[config.mk]
export PLATFORM = sky130hd
export DESIGN_NAME = key_debounce
export DESIGN_NICKNAME = d
export VERILOG_FILES = /design/src/rtl/key_pkg.sv /design/src/rtl/key_debounce_cell.sv /design/src/rtl/key_debounce.sv
export SDC_FILE = /design/constraint.sdc
export NUM_CORES = 1
export LEC_CHECK = 0
export ABC_AREA = 0
export ABC_CLOCK_PERIOD_IN_PS = 2700
export CAP_MARGIN = 20
export CORE_UTILIZATION = 36
export CTS_BUF_LIST = sky130_fd_sc_hd__clkbuf_8
export CTS_CLUSTER_SIZE = 16
export DETAILED_ROUTE_END_ITERATION = 8
export SYNTH_ARGS = -nofsm -noshare
export SYNTH_HDL_FRONTEND = slang
export SYNTH_SLANG_ARGS = --single-unit
[constraint.sdc]
create_clock -name clk -period 2.7 [get_ports clk]
set_input_delay 0.54 -clock clk [delete_from_list [all_inputs] [get_ports clk]]
set_output_delay 0.54 -clock clk [all_outputs]
set_load 0.05 [all_outputs]
[src/rtl/key_pkg.sv]
`default_nettype none
// +------------------------------------------------------------------+
// | key_pkg : shared state encoding and defaults for key debouncing  |
// | Revision: 1.0                                                    |
// +------------------------------------------------------------------+
package key_pkg;

   typedef enum logic [1:0] {
      ST_UP    = 2'b00,
      ST_GO_DN = 2'b01,
      ST_DN    = 2'b11,
      ST_GO_UP = 2'b10
   } key_state_e;

   localparam int C_DEBOUNCE_CYCLES = 500000;
   localparam int C_CNT_W           = 20;

endpackage
`default_nettype wire

[src/rtl/key_debounce_cell.sv]
`default_nettype none
// +------------------------------------------------------------------+
// | key_debounce_cell : 2-flop sync, debounce FSM and strobes, 1 key |
// | Revision: 1.0                                                    |
// +------------------------------------------------------------------+
module key_debounce_cell
   import key_pkg::*;
#(
   parameter int DEBOUNCE_CYCLES = C_DEBOUNCE_CYCLES,
   parameter int CNT_W           = C_CNT_W
) (
   input  logic clk,
   input  logic rst_n,
   input  logic key_raw,
   output logic key_clean,
   output logic key_press,
   output logic key_release
);

   localparam logic [CNT_W-1:0] C_CNT_LAST = CNT_W'(DEBOUNCE_CYCLES - 1);

   logic [1:0]       sync_q, sync_d;
   key_state_e       state_q, state_d;
   logic [CNT_W-1:0] cnt_q, cnt_d;
   logic             clean_q, clean_d;
   logic             press_q, press_d;
   logic             rel_q, rel_d;
   logic             s2;

   // sync_q[0] is the metastability flop, sync_q[1] the stable sample
   assign s2 = sync_q[1];

   always_ff @(posedge clk) begin
      if (!rst_n) begin
         sync_q  <= 2'b11;
         state_q <= ST_UP;
         cnt_q   <= '0;
         clean_q <= 1'b1;
         press_q <= 1'b0;
         rel_q   <= 1'b0;
      end else begin
         sync_q  <= sync_d;
         state_q <= state_d;
         cnt_q   <= cnt_d;
         clean_q <= clean_d;
         press_q <= press_d;
         rel_q   <= rel_d;
      end
   end

   always_comb begin
      sync_d  = {sync_q[0], key_raw};
      state_d = state_q;
      cnt_d   = cnt_q;
      clean_d = clean_q;
      press_d = 1'b0;
      rel_d   = 1'b0;
      unique case (state_q)
         ST_UP: begin
            if (!s2) begin
               state_d = ST_GO_DN;
               cnt_d   = '0;
            end
         end
         ST_GO_DN: begin
            if (s2) begin
               state_d = ST_UP;
               cnt_d   = '0;
            end else if (cnt_q == C_CNT_LAST) begin
               state_d = ST_DN;
               cnt_d   = '0;
               clean_d = 1'b0;
               press_d = 1'b1;
            end else begin
               cnt_d = cnt_q + CNT_W'(1);
            end
         end
         ST_DN: begin
            if (s2) begin
               state_d = ST_GO_UP;
               cnt_d   = '0;
            end
         end
         ST_GO_UP: begin
            if (!s2) begin
               state_d = ST_DN;
               cnt_d   = '0;
            end else if (cnt_q == C_CNT_LAST) begin
               state_d = ST_UP;
               cnt_d   = '0;
               clean_d = 1'b1;
               rel_d   = 1'b1;
            end else begin
               cnt_d = cnt_q + CNT_W'(1);
            end
         end
         default: begin
            state_d = ST_UP;
            cnt_d   = '0;
         end
      endcase
   end

   assign key_clean   = clean_q;
   assign key_press   = press_q;
   assign key_release = rel_q;

endmodule
`default_nettype wire

[src/rtl/key_debounce.sv]
`default_nettype none
// +------------------------------------------------------------------+
// | key_debounce : independent debouncers for active-low buttons     |
// | Revision: 1.0                                                    |
// +------------------------------------------------------------------+
module key_debounce
   import key_pkg::*;
#(
   parameter int NUM_KEYS        = 4,
   parameter int DEBOUNCE_CYCLES = C_DEBOUNCE_CYCLES,
   parameter int CNT_W           = C_CNT_W
) (
   input  logic                clk,
   input  logic                rst_n,
   input  logic [NUM_KEYS-1:0] key_raw,
   output logic [NUM_KEYS-1:0] key_clean,
   output logic [NUM_KEYS-1:0] key_press,
   output logic [NUM_KEYS-1:0] key_release
);

   for (genvar g = 0; g < NUM_KEYS; g++) begin : g_key
      key_debounce_cell #(
         .DEBOUNCE_CYCLES (DEBOUNCE_CYCLES),
         .CNT_W           (CNT_W)
      ) u_cell (
         .clk         (clk),
         .rst_n       (rst_n),
         .key_raw     (key_raw[g]),
         .key_clean   (key_clean[g]),
         .key_press   (key_press[g]),
         .key_release (key_release[g])
      );
   end

endmodule
`default_nettype wire

; Yosys cells after proc, flatten, opt, wreduce, memory -nomap -nowiden
; Cells that the tools add are included.
[totals]
register_bits = 108
input_bits = 6
out_inout_bits = 12
elab_cells = 185
[classes]
addsub = 4
eq_ne = 48
mux = 76
bitwise = 5
reduce_logical = 28
[ops]
columns = cell, count
row1 = $mux W20, 20
row2 = $pmux W20 S4, 4
row3 = $add A20 B1 Y20 const B, 4
row4 = $eq A20 B19 Y1 const B, 4
row5 = $mux W2, 24
row6 = $ne A2 B1 Y1 const B, 16
row7 = $pmux W2 S4, 4
row8 = $mux W1, 20
row9 = $reduce_and A5 Y1, 4
row10 = $eq A2 B2 Y1 const B, 8
row11 = $ne A2 B2 Y1 const B, 8
row12 = $reduce_and A4 Y1, 4
row13 = $ne A3 B1 Y1 const B, 4
row14 = $ne A3 B3 Y1 const B, 4
row15 = $reduce_and A3 Y1, 4
row16 = $reduce_or A3 Y1, 4
row17 = $eq A2 B1 Y1 const B, 4
row18 = $logic_not A2 Y1, 4
row19 = $pmux W1 S2, 4
row20 = $reduce_and A2 Y1, 4
row21 = $reduce_bool A2 Y1, 4
row22 = $not A1 Y1, 5

; Depth between registers and ports, before layout
[logic_depth]
word_depth = 4
mapped_depth = 8
depth_no_buf = 7

; By module
; Synthesis repeated with hierarchy kept, for this count alone.
[hier_totals]
cells_unflattened = 729
area_unflattened_um2 = 5947.0
[by_module_without_submodules]
columns = module, instances, cells_per_inst, area_per_inst_um2, seq_area_each_um2
row1 = key_debounce_cell (g_key[1].u_cell ...), 2, 181, 1486.4, 540.5
row2 = key_debounce_cell (g_key[3].u_cell), 1, 187, 1507.7, 540.5
row3 = key_debounce_cell (g_key[0].u_cell), 1, 180, 1466.4, 540.5

; Least setup slack after synthesis
; OpenSTA, ideal clock, no wires.
[synth_path]
path_type = flip-flop to flip-flop
startpoint = register g_key[0].u_cell.cnt_q[0]
endpoint = register g_key[0].u_cell.cnt_q[18]
setup_time_ps = 74
arrival_ps = 1957
path_slack_ps = 668
path_stages_with_launch = 7
synth_period_minus_slack_ps = 2032
path_cell_list = dfxtp_1 -> ha_1 -> nand4_1 -> or4_1 -> or2_0 -> or3_1 -> a31oi_1
[synth_via]
elab_chain_len = 4
elab_cells_between_ends = 6
cone_classes = add/sub (1) / eq/ne (1) / mux (4)
[synth_lines]
columns = item, line
row1 = start: declaration, key_debounce_cell.sv:24  ; logic [CNT_W-1:0] cnt_q, cnt_d;
row2 = start signal: assignment, key_debounce_cell.sv:44  ; cnt_q <= cnt_d;
row3 = $add A20 B1 Y20 or $eq A20 B19 Y1 (tied branches), --
row4 = $mux W20 *, "key_debounce_cell.sv:69, key_debounce_cell.sv:88"
row5 = $mux W20 (on tied branches), "key_debounce_cell.sv:85, key_debounce_cell.sv:66"
row6 = $pmux W20 S4 *, key_debounce_cell.sv:58  ; unique case (state_q)
; Mark *: on every way between the ends. The rest lies on a longest branch, timed or not.
; A chain may end at the register's enable or synchronous reset.

; Worst setup path after layout
; Ends and elaborated chain as after synthesis.

==> results.md <==
- The startpoint type of the worst setup path is a register.
- Entering global routing, the biggest net connects 44 pins.
- The number of clock sinks is 108.
- The net count of the mapped netlist is 731.
- The synthesized design contains 0 enable-type register cells.
- The CTS tree is yes.
- The buffer depth of the longest clock path is 2.
- The via count of the first global-routing pass is 4,492.
- The busiest layer in global routing is met2.
- The share of layout cells above drive strength 1 is 4.69%.
- The net switching power is 0.000934 W.
- In this run, CTS created clock tree buffers numbering 9.
- The number of antenna diodes in the final layout is 0.
- At the end of the flow, the number of nets in the layout was 725.
- After legalization and detailed placement, the total HPWL measured 8220 µm.
- The hold violation total from the final report is 0.
- The final routed wirelength across all metal layers is 12,000 µm.
- Setup slack on the worst reg-to-reg path comes out at 0.40 ns.
- The average footprint of a synthesized cell is 8.03 µm².
- The synthesis warning total is 0.
- The proportion of power drawn by flip-flops and latches is 50.8%.
- The max-capacitance violation count is 0.
- Power spread over the standard cell area amounts to 531 nW/µm².
- The final core utilization is 40.4%.
- The first detailed-routing pass took 5 iterations.
- The master of the slowest instance on the critical path is sky130_fd_sc_hd__or4_1.
- For this run, global-route usage on met2 was measured as 25.7%.
- The share of total power in the clock network is 33.7%.
- After clock tree synthesis, the flow added hold-fix buffers numbering 0.
- Of the total power, the share spent switching nets is 28.5%.
- The post-synthesis cell count is 705.
- The met1 usage in global routing is 19.6%.
- The detailed-route vias per instance is 5.42.
- The layout overhead on the synthesized area is 8.93%.
- The internal portion of total power is 0.00234 W.
- The delay contributed by the slowest stage of the critical path is 0.62 ns.
- The width of the die is 127 µm.
- The fraction of the cycle the final worst path needs is 85.1%.
- For this run, design rule violations remaining after detail routing come to 0.
- The clock-pin slew on the worst setup and hold paths is 0.10 ns.
- At the later pin of the worst-skew pair, clock insertion delay measures 0.38 ns.
- The starting DRC count in detailed routing is 276.
- Summed over all cells, the static leakage comes to 2.00 nW.
- The total of buffers placed on input and output ports is 17.
- The flow ran to the end, and the final reports show no timing, DRC or antenna violations.
- The total setup buffers inserted after CTS is 0.
- At the pin with the least slew margin, the transition time is 0.735 ns.
- The fill cell instance count of the final layout is 1,506.
- The starting density of the core is 37.1%.
- Global routing consumed, over all layers together, 15.4% of the routing resources.
- The tree is rooted in a sky130_fd_sc_hd__clkbuf_8.
- Timing would allow up to 0.435 GHz.
- Subtracting the final worst setup slack from the clock period gives 2.30 ns.
- For this run, asynchronously set or reset flops after synthesis account for 0%.
- The worst-case vdd ir drop is 0.291 mV.
- The type of the tightest min-delay check is reg -> reg.
- The placeable core region is 15,300 µm².
- For this run the aggregate overflow at the end of global routing stands at 0.
- The critical path required time is 3.01 ns.
- The kind of critical path is reg -> reg.
- The final route contains 4,959 vias.
- The die is 127 µm tall.
- The count of nets left with antenna violations once routing finished came out at 0.
- The clock tree skew after final layout is 0.00888 ns.
- The signal on the critical path passes through ha_1 -> nand4_1 -> or4_1 -> or2_0 -> or3_1 -> a31oi_1.
- The number of gates resized after CTS is 0.
- Setup repair after global routing left no endpoint under its margin.
- The final-report setup violation count is 0.
- STA puts the critical path data arrival time at 2.61 ns.
- The site row count is 45.
- The number of pins exceeding their max-slew limit in the final report is 0.
- The count of pins on the block boundary is 18.
- In this run the cell area of the synthesized design comes to 5660 µm².
- The first global-routing pass estimated 20,600 µm of wire.
- The floorplan step defined a die boundary enclosing 16,200 µm².
- The final-layout setup total negative slack is 0 ns.
- The combinational fraction of design power is 15.5%.
- The final weighted congestion of routability-driven global placement is 0.786.
- Sequential elements use 38.2% of the synthesized area.
- After detailed routing, the average wire length per cell comes to 13.1 µm.
- STA classifies the critical path endpoint as a register.
- The initial antenna violation count is 0.
- The tightest slew margin relative to the limit is 50.7%.
- The most used flip-flop cell after synthesis is sky130_fd_sc_hd__dfxtp_1.
- The met3 layer usage reported by global route is 2.39%.
- The critical-path maximum fanout is 6.
- Counting flops and latches in the post-synthesis netlist gives 108.
- The distinct cell type count after synthesis is 54.
- The H-tree generated during clock tree synthesis spans 3 levels.
## synth_stat cells, types with 3 or more instances
library cell	n	area [µm²]
sky130_fd_sc_hd__nand4_1	29	181
sky130_fd_sc_hd__and2_1	3	18.8
sky130_fd_sc_hd__and4_1	9	78.8
sky130_fd_sc_hd__nand3b_1	7	52.6
sky130_fd_sc_hd__mux2i_1	14	140
sky130_fd_sc_hd__o21ai_1	7	35.0
sky130_fd_sc_hd__nor4_1	5	31.3
sky130_fd_sc_hd__nor3_1	12	60.1
sky130_fd_sc_hd__inv_1	23	86.3
sky130_fd_sc_hd__mux2_2	3	33.8
sky130_fd_sc_hd__nor2b_1	4	25.0
sky130_fd_sc_hd__nand4b_1	4	35.0
sky130_fd_sc_hd__nand2_1	91	342
sky130_fd_sc_hd__o211ai_1	4	30.0
sky130_fd_sc_hd__o22ai_1	4	25.0
sky130_fd_sc_hd__xnor2_1	5	43.8
sky130_fd_sc_hd__nor4b_1	6	52.6
sky130_fd_sc_hd__dfxtp_1	108	2160
sky130_fd_sc_hd__o21a_1	3	22.5
sky130_fd_sc_hd__nor2_1	71	267
sky130_fd_sc_hd__clkbuf_1	26	97.6
sky130_fd_sc_hd__nand3_1	65	325
sky130_fd_sc_hd__ha_1	20	250
sky130_fd_sc_hd__or3_1	20	125
sky130_fd_sc_hd__a21oi_1	18	90.1
sky130_fd_sc_hd__and3_1	6	37.5
sky130_fd_sc_hd__o21ai_0	11	55.1
sky130_fd_sc_hd__a31oi_1	26	163
sky130_fd_sc_hd__buf_4	12	90.1
sky130_fd_sc_hd__xor2_1	27	236
sky130_fd_sc_hd__nand2b_1	11	68.8
sky130_fd_sc_hd__or4_1	13	97.6
sky130_fd_sc_hd__o31ai_1	5	37.5
sky130_fd_sc_hd__nor3b_1	4	30.0
## worst paths after layout
kind                                                               end                                  start  depth (start not counted)
worst max-delay path            g_key[0].u_cell.cnt_q[18]$_SDFFE_PN0P_  g_key[0].u_cell.cnt_q[0]$_SDFFE_PN0P_                          6
worst max register to register  g_key[0].u_cell.cnt_q[18]$_SDFFE_PN0P_  g_key[0].u_cell.cnt_q[0]$_SDFFE_PN0P_                          6
worst min register to register    g_key[3].u_cell.sync_q[1]$_SDFF_PN1_   g_key[3].u_cell.sync_q[0]$_SDFF_PN1_                          1
worst min-delay path              g_key[3].u_cell.sync_q[1]$_SDFF_PN1_   g_key[3].u_cell.sync_q[0]$_SDFF_PN1_                          1
## power groups by stage
stage | clock network, W | registers (W) | logic (W)
3_3_place_gp | 0 | 0.00170 | 0.000486
5_1_grt | 0.00119 | 0.00167 | 0.000560
2_1_floorplan | 0 | 0.00169 | 0.000400
3_5_place_dp | 0 | 0.00170 | 0.000506
6_report | 0.00110 | 0.00166 | 0.000506
4_1_cts | 0.00114 | 0.00166 | 0.000507
## cell usage in the layout, fill, tap and decap left out, drive strengths merged, types with 10 or more instances in the layout
cell	synthesis	routed
or3	20	20
xor2	27	27
mux2i	14	14
a21oi	18	18
a31oi	26	26
nor2	71	71
nor3	12	12
o21ai	18	18
nand2	91	91
ha	20	20
nand2b	11	11
clkbuf	26	10
nand4	30	30
or4	14	14
inv	23	25
clkdlybuf4s50	0	16
dfxtp	108	108
nand3	65	65
## cells by family (layout without fill, tap and decap cells)
family	after synthesis	in the layout	share of synthesized area, %
AND/OR/NAND/NOR	369	369	33.7
flip-flops	108	108	38.2
AO/OA/AOI/OAI	94	94	10.5
buffers and inverters	65	64	5.15
XOR/XNOR	32	32	4.95
adder cells (fa/ha/maj)	20	20	4.42
multiplexers	17	17	3.07
## registers in the layout (all words and copies together), names as in the netlist
register,cells
g_key.u_cell.cnt_q,80
g_key.u_cell.sync_q,8
g_key.u_cell.key_release,4
g_key.u_cell.key_clean,4
g_key.u_cell.state_q,8
g_key.u_cell.key_press,4
## layer usage
layer,share of wire (%),vias to the layer above
li1,-,2492
met5,0,-
met4,1.7,0
met1,49,2394
met3,2.5,14
met2,47,59
## metrics by stage
stage | hold slack (ns) | worst slack, ns | area (µm²) | std cells | power (W)
6_report | 0.417 | 0.401 | 6170 | 915 | 0.00327
5_1_grt | 0.450 | 0.286 | 6170 | 915 | 0.00342
4_1_cts | 0.423 | 0.447 | 6170 | 915 | 0.00331
3_5_place_dp | 0.398 | 0.458 | 5950 | 899 | 0.00221
3_3_place_gp | 0.390 | 0.524 | 5950 | 899 | 0.00218
2_1_floorplan | 0.386 | 0.668 | 5660 | 705 | 0.00209
## worst max-delay path: cells and delay by family, from the launching register on
family	cells	cell delay (ns)
flip-flops	1	0.42
AO/OA/AOI/OAI	1	0.15
AND/OR/NAND/NOR	4	1.42
adder cells (fa/ha/maj)	1	0.24
## area by class of cell
type	instances	area [µm²]	share of cell area (%)
clock buffer	10	138	2.23
multi-input combinational	532	3210	52.1
clock inverter	6	80.1	1.30
tap	211	264	4.28
sequential	108	2160	35.1
timing repair buffer	25	225	3.65
inverter	23	86.3	1.40
No activity file was read; power rests on OpenSTA's default activity.
